## config.mk

```make
export PLATFORM = sky130hd
export DESIGN_NAME = spart_rx_flat
export DESIGN_NICKNAME = d
export VERILOG_FILES = /design/src/rtl/spart_pkg.sv /design/src/rtl/spart_rx_if.sv /design/src/rtl/spart_sync.sv /design/src/rtl/spart_rx.sv /design/src/flat_wrapper.sv
export SDC_FILE = /design/constraint.sdc
export NUM_CORES = 1
export LEC_CHECK = 0
export CAP_MARGIN = 40
export CELL_PAD_IN_SITES_DETAIL_PLACEMENT = 1
export CELL_PAD_IN_SITES_GLOBAL_PLACEMENT = 1
export CORE_MARGIN = 1.5
export CORE_UTILIZATION = 30
export DETAILED_ROUTE_END_ITERATION = 7
export HOLD_SLACK_MARGIN = 0.15
export PLACE_DENSITY = 0.61
export SYNTH_ARGS = -nofsm -noshare
export SYNTH_HDL_FRONTEND = slang
export SYNTH_SLANG_ARGS = --single-unit
```

## constraint.sdc

```tcl
create_clock -name clk -period 1.6 [get_ports clk]
set_clock_uncertainty 0.2 [all_clocks]
set_input_delay 0.24 -clock clk [delete_from_list [all_inputs] [get_ports clk]]
set_output_delay 0.24 -clock clk [all_outputs]
set_load 0.05 [all_outputs]
```

## src/rtl/spart_pkg.sv

```systemverilog
`default_nettype none
// ============================================================================
//  Module      : spart_pkg
//  Description : Shared definitions for the SPART receiver: receive FSM state
//                encoding, oversampling and frame-size constants, and the
//                sized counter compare values derived from them.
//  Revision    : 1.0  initial release
// ============================================================================
package spart_pkg;

    localparam int OVERSAMPLE = 16;   // baud_clk pulses per bit time
    localparam int MID_SAMPLE = 7;    // sample count at the 8th tick (bit centre)
    localparam int DATA_BITS  = 8;    // 8N1 framing

    localparam int SAMPLE_W = $clog2(OVERSAMPLE);
    localparam int BIT_W    = $clog2(DATA_BITS);

    // Sized compare values so counter comparisons carry matching widths.
    localparam logic [SAMPLE_W-1:0] SAMPLE_MID  = SAMPLE_W'(MID_SAMPLE);
    localparam logic [SAMPLE_W-1:0] SAMPLE_LAST = SAMPLE_W'(OVERSAMPLE - 1);
    localparam logic [BIT_W-1:0]    BIT_LAST    = BIT_W'(DATA_BITS - 1);

    typedef enum logic [1:0] {
        IDLE  = 2'd0,
        START = 2'd1,
        DATA  = 2'd2,
        STOP  = 2'd3
    } rx_state_e;

endpackage : spart_pkg
`default_nettype wire

```

## src/rtl/spart_rx_if.sv

```systemverilog
`default_nettype none
// ============================================================================
//  Module      : spart_rx_if
//  Description : Bundle of the SPART receiver serial input, baud enable and
//                consumer-side status/data signals.
//                slave  : receiver side (baud_clk, rxd, rd_ack in;
//                         rx_data, rda, frame_err, overrun out)
//                master : consumer / stimulus side (mirror image)
//  Revision    : 1.0  initial release
// ============================================================================
interface spart_rx_if;
    import spart_pkg::*;

    logic                 baud_clk;   // 16x oversample enable, one clk wide
    logic                 rxd;        // asynchronous serial line, idles high
    logic                 rd_ack;     // consumer read strobe
    logic [DATA_BITS-1:0] rx_data;    // last received byte
    logic                 rda;        // receive data available
    logic                 frame_err;  // last byte had a low stop bit
    logic                 overrun;    // byte completed while rda was set

    modport slave (
        input  baud_clk,
        input  rxd,
        input  rd_ack,
        output rx_data,
        output rda,
        output frame_err,
        output overrun
    );

    modport master (
        output baud_clk,
        output rxd,
        output rd_ack,
        input  rx_data,
        input  rda,
        input  frame_err,
        input  overrun
    );

endinterface : spart_rx_if
`default_nettype wire

```

## src/rtl/spart_sync.sv

```systemverilog
`default_nettype none
// ============================================================================
//  Module      : spart_sync
//  Description : Single-bit two-flop synchronizer with a parameterized reset
//                value.
//  Ports       : clk  - system clock
//                rst  - synchronous active-high reset
//                d    - asynchronous input
//                q    - synchronized output
//  Revision    : 1.0  initial release
// ============================================================================
module spart_sync #(
    parameter logic RESET_VAL = 1'b1
) (
    input  wire logic clk,
    input  wire logic rst,
    input  wire logic d,
    output logic      q
);

    logic meta_q, meta_d;
    logic sync_q, sync_d;

    always_comb begin
        meta_d = d;
        sync_d = meta_q;
    end

    always_ff @(posedge clk) begin
        if (rst) begin
            meta_q <= RESET_VAL;
            sync_q <= RESET_VAL;
        end else begin
            meta_q <= meta_d;
            sync_q <= sync_d;
        end
    end

    assign q = sync_q;

endmodule : spart_sync
`default_nettype wire

```

## src/rtl/spart_rx.sv

```systemverilog
`default_nettype none
// ============================================================================
//  Module      : spart_rx
//  Description : 8N1 serial receiver with 16x oversampling. Detects the start
//                edge, confirms it at mid-bit, samples each data bit and the
//                stop bit at the bit centre, and presents the byte with
//                data-available, framing-error and overrun flags.
//  Ports       : clk  - system clock
//                rst  - synchronous active-high reset
//                bus  - spart_rx_if.slave (baud_clk, rxd, rd_ack in;
//                       rx_data, rda, frame_err, overrun out)
//  Revision    : 1.0  initial release
// ============================================================================
module spart_rx
    import spart_pkg::*;
(
    input  wire logic  clk,
    input  wire logic  rst,
    spart_rx_if.slave  bus
);

    logic rxd_s;

    spart_sync #(
        .RESET_VAL (1'b1)
    ) u_sync (
        .clk (clk),
        .rst (rst),
        .d   (bus.rxd),
        .q   (rxd_s)
    );

    rx_state_e            state_q,      state_d;
    logic [SAMPLE_W-1:0]  sample_cnt_q, sample_cnt_d;
    logic [BIT_W-1:0]     bit_cnt_q,    bit_cnt_d;
    logic [DATA_BITS-1:0] shift_q,      shift_d;
    logic [DATA_BITS-1:0] rx_data_q,    rx_data_d;
    logic                 rda_q,        rda_d;
    logic                 frame_err_q,  frame_err_d;
    logic                 overrun_q,    overrun_d;
    // Set once the line has been seen high in IDLE. After a frame with a low
    // stop bit the line may still be low; this stops that level from being
    // mistaken for the next start bit.
    logic                 armed_q,      armed_d;

    always_comb begin
        state_d      = state_q;
        sample_cnt_d = sample_cnt_q;
        bit_cnt_d    = bit_cnt_q;
        shift_d      = shift_q;
        rx_data_d    = rx_data_q;
        rda_d        = rda_q;
        frame_err_d  = frame_err_q;
        overrun_d    = overrun_q;
        armed_d      = armed_q;

        if (bus.baud_clk) begin
            sample_cnt_d = sample_cnt_q + 1'b1;   // natural 15 -> 0 wrap
        end

        // Consumer read clears the status; a completing frame below overrides.
        if (bus.rd_ack) begin
            rda_d       = 1'b0;
            frame_err_d = 1'b0;
            overrun_d   = 1'b0;
        end

        unique case (state_q)
            IDLE: begin
                if (rxd_s) begin
                    armed_d = 1'b1;
                end else if (armed_q) begin
                    sample_cnt_d = '0;
                    state_d      = START;
                end
            end

            START: begin
                if (bus.baud_clk && (sample_cnt_q == SAMPLE_MID)) begin
                    if (!rxd_s) begin
                        sample_cnt_d = '0;
                        bit_cnt_d    = '0;
                        state_d      = DATA;
                    end else begin
                        state_d = IDLE;           // glitch, not a start bit
                    end
                end
            end

            DATA: begin
                if (bus.baud_clk && (sample_cnt_q == SAMPLE_LAST)) begin
                    shift_d   = {rxd_s, shift_q[DATA_BITS-1:1]};  // LSB first
                    bit_cnt_d = bit_cnt_q + 1'b1;
                    if (bit_cnt_q == BIT_LAST) begin
                        state_d = STOP;
                    end
                end
            end

            STOP: begin
                if (bus.baud_clk && (sample_cnt_q == SAMPLE_LAST)) begin
                    rx_data_d   = shift_q;
                    rda_d       = 1'b1;
                    frame_err_d = ~rxd_s;
                    overrun_d   = rda_q & ~bus.rd_ack;
                    armed_d     = rxd_s;
                    state_d     = IDLE;
                end
            end

            default: begin
                state_d = IDLE;
            end
        endcase
    end

    always_ff @(posedge clk) begin
        if (rst) begin
            state_q      <= IDLE;
            sample_cnt_q <= '0;
            bit_cnt_q    <= '0;
            shift_q      <= '0;
            rx_data_q    <= '0;
            rda_q        <= 1'b0;
            frame_err_q  <= 1'b0;
            overrun_q    <= 1'b0;
            armed_q      <= 1'b1;
        end else begin
            state_q      <= state_d;
            sample_cnt_q <= sample_cnt_d;
            bit_cnt_q    <= bit_cnt_d;
            shift_q      <= shift_d;
            rx_data_q    <= rx_data_d;
            rda_q        <= rda_d;
            frame_err_q  <= frame_err_d;
            overrun_q    <= overrun_d;
            armed_q      <= armed_d;
        end
    end

    assign bus.rx_data   = rx_data_q;
    assign bus.rda       = rda_q;
    assign bus.frame_err = frame_err_q;
    assign bus.overrun   = overrun_q;

endmodule : spart_rx
`default_nettype wire

```

## src/flat_wrapper.sv

```systemverilog
// flat-port wrapper written by rule: the top's interface ports become plain ports
module spart_rx_flat import spart_pkg::*;
  (clk, rst, bus_baud_clk, bus_rxd, bus_rd_ack, bus_rx_data, bus_rda, bus_frame_err, bus_overrun);
  spart_rx_if bus_i ();
  input  wire logic clk;
  input  wire logic rst;
  input wire logic [$bits(bus_i.baud_clk)-1:0] bus_baud_clk;
  input wire logic [$bits(bus_i.rxd)-1:0] bus_rxd;
  input wire logic [$bits(bus_i.rd_ack)-1:0] bus_rd_ack;
  output wire logic [$bits(bus_i.rx_data)-1:0] bus_rx_data;
  output wire logic [$bits(bus_i.rda)-1:0] bus_rda;
  output wire logic [$bits(bus_i.frame_err)-1:0] bus_frame_err;
  output wire logic [$bits(bus_i.overrun)-1:0] bus_overrun;
  assign bus_i.baud_clk = bus_baud_clk;
  assign bus_i.rxd = bus_rxd;
  assign bus_i.rd_ack = bus_rd_ack;
  assign bus_rx_data = bus_i.rx_data;
  assign bus_rda = bus_i.rda;
  assign bus_frame_err = bus_i.frame_err;
  assign bus_overrun = bus_i.overrun;
  spart_rx u_core (.clk(clk), .rst(rst), .bus(bus_i));
endmodule
```

==> flow_metrics.py <==
metrics = {
    "cells_and_area": {
        "fin_cells": 219,
        "fin_nets": 174,
        "final_layout_size_suffix_gt1_frac": 0.317,
        "syn_to_final_growth_pct": 38.3,
        "antenna_cells": 0,
        "final_util": 0.430,
        "stdcell_area_um2": 1870,
    },
    "grt": {
        "grt_pass1_vias": 1242,
        "grt_start_max_net_pins": 28,
        "track_usage": 0.149,
        "grt_pass1_wl_um": 5810,
        "antenna_found_initial": 0,
        "grt-ovfl-total": 0,
    },
    "timing": {
        "final_max_slew_viol_count": 0,
        "maxSlewHeadroom": 0.755,
        "tightest_slew_ns": 0.363,
        "timing.fmax_mhz": 651,
        "min_period_ns": 1.54,
        "fin_crit_sh": 0.960,
        "hold_slack_ns": 0.216,
        "grt_setup_unrepaired": "no",
        "hold_viol_final": 0,
        "fin_setup_tns_ns": 0,
        "setup_viol": 0,
    },
    "setup_path": {
        "startpoint_type": "flip-flop",
        "crit_buf_inv": 0,
        "critical_path_required_ns": 1.61,
        "critPathCaptureType": "flip-flop",
        "cp_top_family": "simple AND/OR/NAND/NOR gates",
        "r2r-start": "u_core.sample_cnt_q[3]$_SDFF_PP0_",
        "crit_start": "u_core.sample_cnt_q[3]$_SDFF_PP0_",
        "crit_fanout": 5,
        "path_cells": "or4b_4 > a21boi_4 > mux2i_1",
        "slowest_delay_ns": 0.51,
        "crit_type": "reg2reg",
        "slowest_stage": "or4b_4",
        "worst_ep_arrival_time_ns": 1.54,
    },
    "power_and_ir_drop": {
        "seqPwrFrac": 0.541,
        "p_sw_frac": 0.230,
        "p_leak_nw": 0.726,
        "irDropWorstVdd_uv": 281,
        "power_density_nw_per_um2": 779,
        "pwr-share-comb": 0.056,
        "p_clk_frac": 0.403,
        "p_sw_mw": 0.335,
        "internal_power_mw": 1.12,
    },
    "yosys": {
        "ys.flop_type": "dfxtp_1",
        "synth_fp_nets": 149,
        "seq_area_frac_synth": 0.458,
        "synth_async_sr_flop_share": 0,
        "netlist_area_um2": 1350,
        "synth_edf_count": 0,
        "synth_warnings": 0,
        "synth-seq-cells": 31,
        "avgSynthCellArea_um2": 9.60,
        "syn_inst": 141,
        "synth_cell_types": 39,
    },
    "clocking": {
        "clock_sinks": 31,
        "cts.clk_slew.worst_paths_ns": 0.07,
        "h-tree-depth": 2,
        "cts_tree": "done",
        "root_buffer": "clkbuf_8",
        "hold_buffers": 0,
        "clock_latency_ns": 0.28,
        "cts_setup_buffers": 0,
        "numCtsBuffers": 5,
        "clockBufferDepth": 2,
    },
    "floorplanning": {
        "core_area_um2": 4350,
        "die-area_um2": 4920,
        "rows": 24,
        "initial_core_util": 0.311,
        "io_pins": 16,
        "die_y_um": 70.2,
        "die_w_um": 70.2,
    },
    "hold_path": {
        "min_path_type": "reg2reg",
        "hp-start": "u_core.u_sync.meta_q$_SDFF_PP1_",
    },
    "detailed_routing": {
        "drc": 0,
        "wl_per_cell_um": 14.6,
        "viasPerCell": 5.03,
        "dr.first_iter.drc_count": 44,
        "dr_total_vias": 1102,
        "drtPass1Iterations": 4,
        "wl_um": 3190,
        "antenna_left": 0,
    },
    "place": {
        "dp_hpwl_um": 2380,
        "dp_cells": 211,
        "place_congestion": 0.735,
        "port_buffers": 15,
        "place_area_um2": 1750,
    },
    "run_status": {
        "status": "completed",
    },
    "job": {
        "cap_violations": 0,
    },
}
## final timing paths
kind         cells past startpoint                               end  slack, ns
max reg2reg                      3  u_core.bit_cnt_q[2]$_SDFFE_PP0P_       0.06
min reg2reg                      1        u_core.u_sync.q$_SDFF_PP1_       0.22
min                              1        u_core.u_sync.q$_SDFF_PP1_       0.22
max                              3  u_core.bit_cnt_q[2]$_SDFFE_PP0P_       0.06
## state kept, by name, indices dropped and copies added (netlist names), named ones only
| register | cells |
|---|---|
| u_core.u_sync.meta_q | 1 |
| u_core.state_q | 1 |
| u_core.bus.rx_data | 8 |
| u_core.shift_q | 8 |
| u_core.bus.overrun | 1 |
| u_core.bus.frame_err | 1 |
| u_core.armed_q | 1 |
| u_core.bit_cnt_q | 3 |
| u_core.bus.rda | 1 |
| u_core.u_sync.q | 1 |
| u_core.sample_cnt_q | 4 |
## routing by layer
metal | track usage | share of wire | vias up
li1 | - | - | 548
met1 | 0.175 | 0.44 | 537
met2 | 0.256 | 0.53 | 13
met3 | 0.0404 | 0.025 | 4
met4 | 0.0577 | 0.011 | 0
met5 | 0 | 0 | -
## cell type report
type	count	area, µm²
clock buffers	5	68.8
clock inverters	3	15.0
fillers	489	2480
inverters	1	3.75
multi-input cells	97	706
flip-flops and latches	31	624
well taps	52	65.1
repair buffers	30	389
## placed cells by master (no fill, tap or decap), types with 3 or more instances in the layout
cell type / Yosys / layout
dfxtp_1: 31 / 28
buf_4: 0 / 13
nand2b_1: 12 / 12
buf_12: 0 / 12
mux2i_1: 10 / 10
nand3_1: 9 / 9
a21oi_1: 9 / 9
o21ai_0: 10 / 6
clkbuf_8: 0 / 5
or2_2: 4 / 4
o21ai_1: 0 / 4
nor2_1: 4 / 4
clkdlybuf4s50_1: 0 / 4
nand3b_1: 3 / 3
clkinv_2: 0 / 3
dfxtp_2: 0 / 3
## worst reg2reg max path, cell delays in order (launching register included)
cell	delay, ns
dfxtp_1	0.36
or4b_4	0.51
a21boi_4	0.20
mux2i_1	0.20
## Yosys cell counts, drive strengths merged (2+ instances only)
cell	n	share of area
a21o	2	0.011
a21oi	9	0.033
a311oi	2	0.013
and3	2	0.010
buf	6	0.027
clkbuf	6	0.017
dfxtp	31	0.46
ha	3	0.028
mux2i	10	0.074
nand2	4	0.013
nand2b	12	0.055
nand3	9	0.033
nand3b	3	0.017
nand4	2	0.0092
nor2	4	0.011
nor2b	2	0.0092
o21ai	10	0.037
or2	4	0.018
xnor2	2	0.013
xor2	2	0.013
## per-stage QoR
| step | total power [mW] | setup slack [ns] |
|---|---|---|
| 6_report | 1.46 | 0.0644 |
| 5_1_grt | 1.53 | 0.00221 |
| 4_1_cts | 1.48 | 0.00682 |
| 3_5_place_dp | 0.881 | -0.239 |
| 3_3_place_gp | 0.876 | -0.184 |
| 2_1_floorplan | 0.844 | 0.0242 |
## power groups by stage
stage               Sequential (mW)  Combinational (mW)  Clock [mW]
floorplan                     0.803              0.0412           0
global route                  0.789              0.0897       0.649
global placement              0.802              0.0738           0
detailed placement            0.803              0.0777           0
CTS                           0.786              0.0799       0.611
finish                        0.788              0.0813       0.588
## timing repair
action	CTS	global route
gates resized for setup	5	13
pin swaps	0	2
setup endpoints to repair	16	23
## cell families (layout without fill, tap and decap cells)
| group | Yosys count | count (layout) | share of synthesized area |
|---|---|---|---|
| AO/OA/AOI/OAI | 31 | 31 | 0.150 |
| XOR/XNOR | 4 | 4 | 0.0259 |
| adder cells (fa/ha/maj) | 3 | 3 | 0.0277 |
| buffers and inverters | 13 | 39 | 0.0462 |
| flip-flops | 31 | 31 | 0.458 |
| multiplexers | 10 | 10 | 0.0739 |
| AND/OR/NAND/NOR | 49 | 49 | 0.218 |
(Power assumes the default switching activity.)
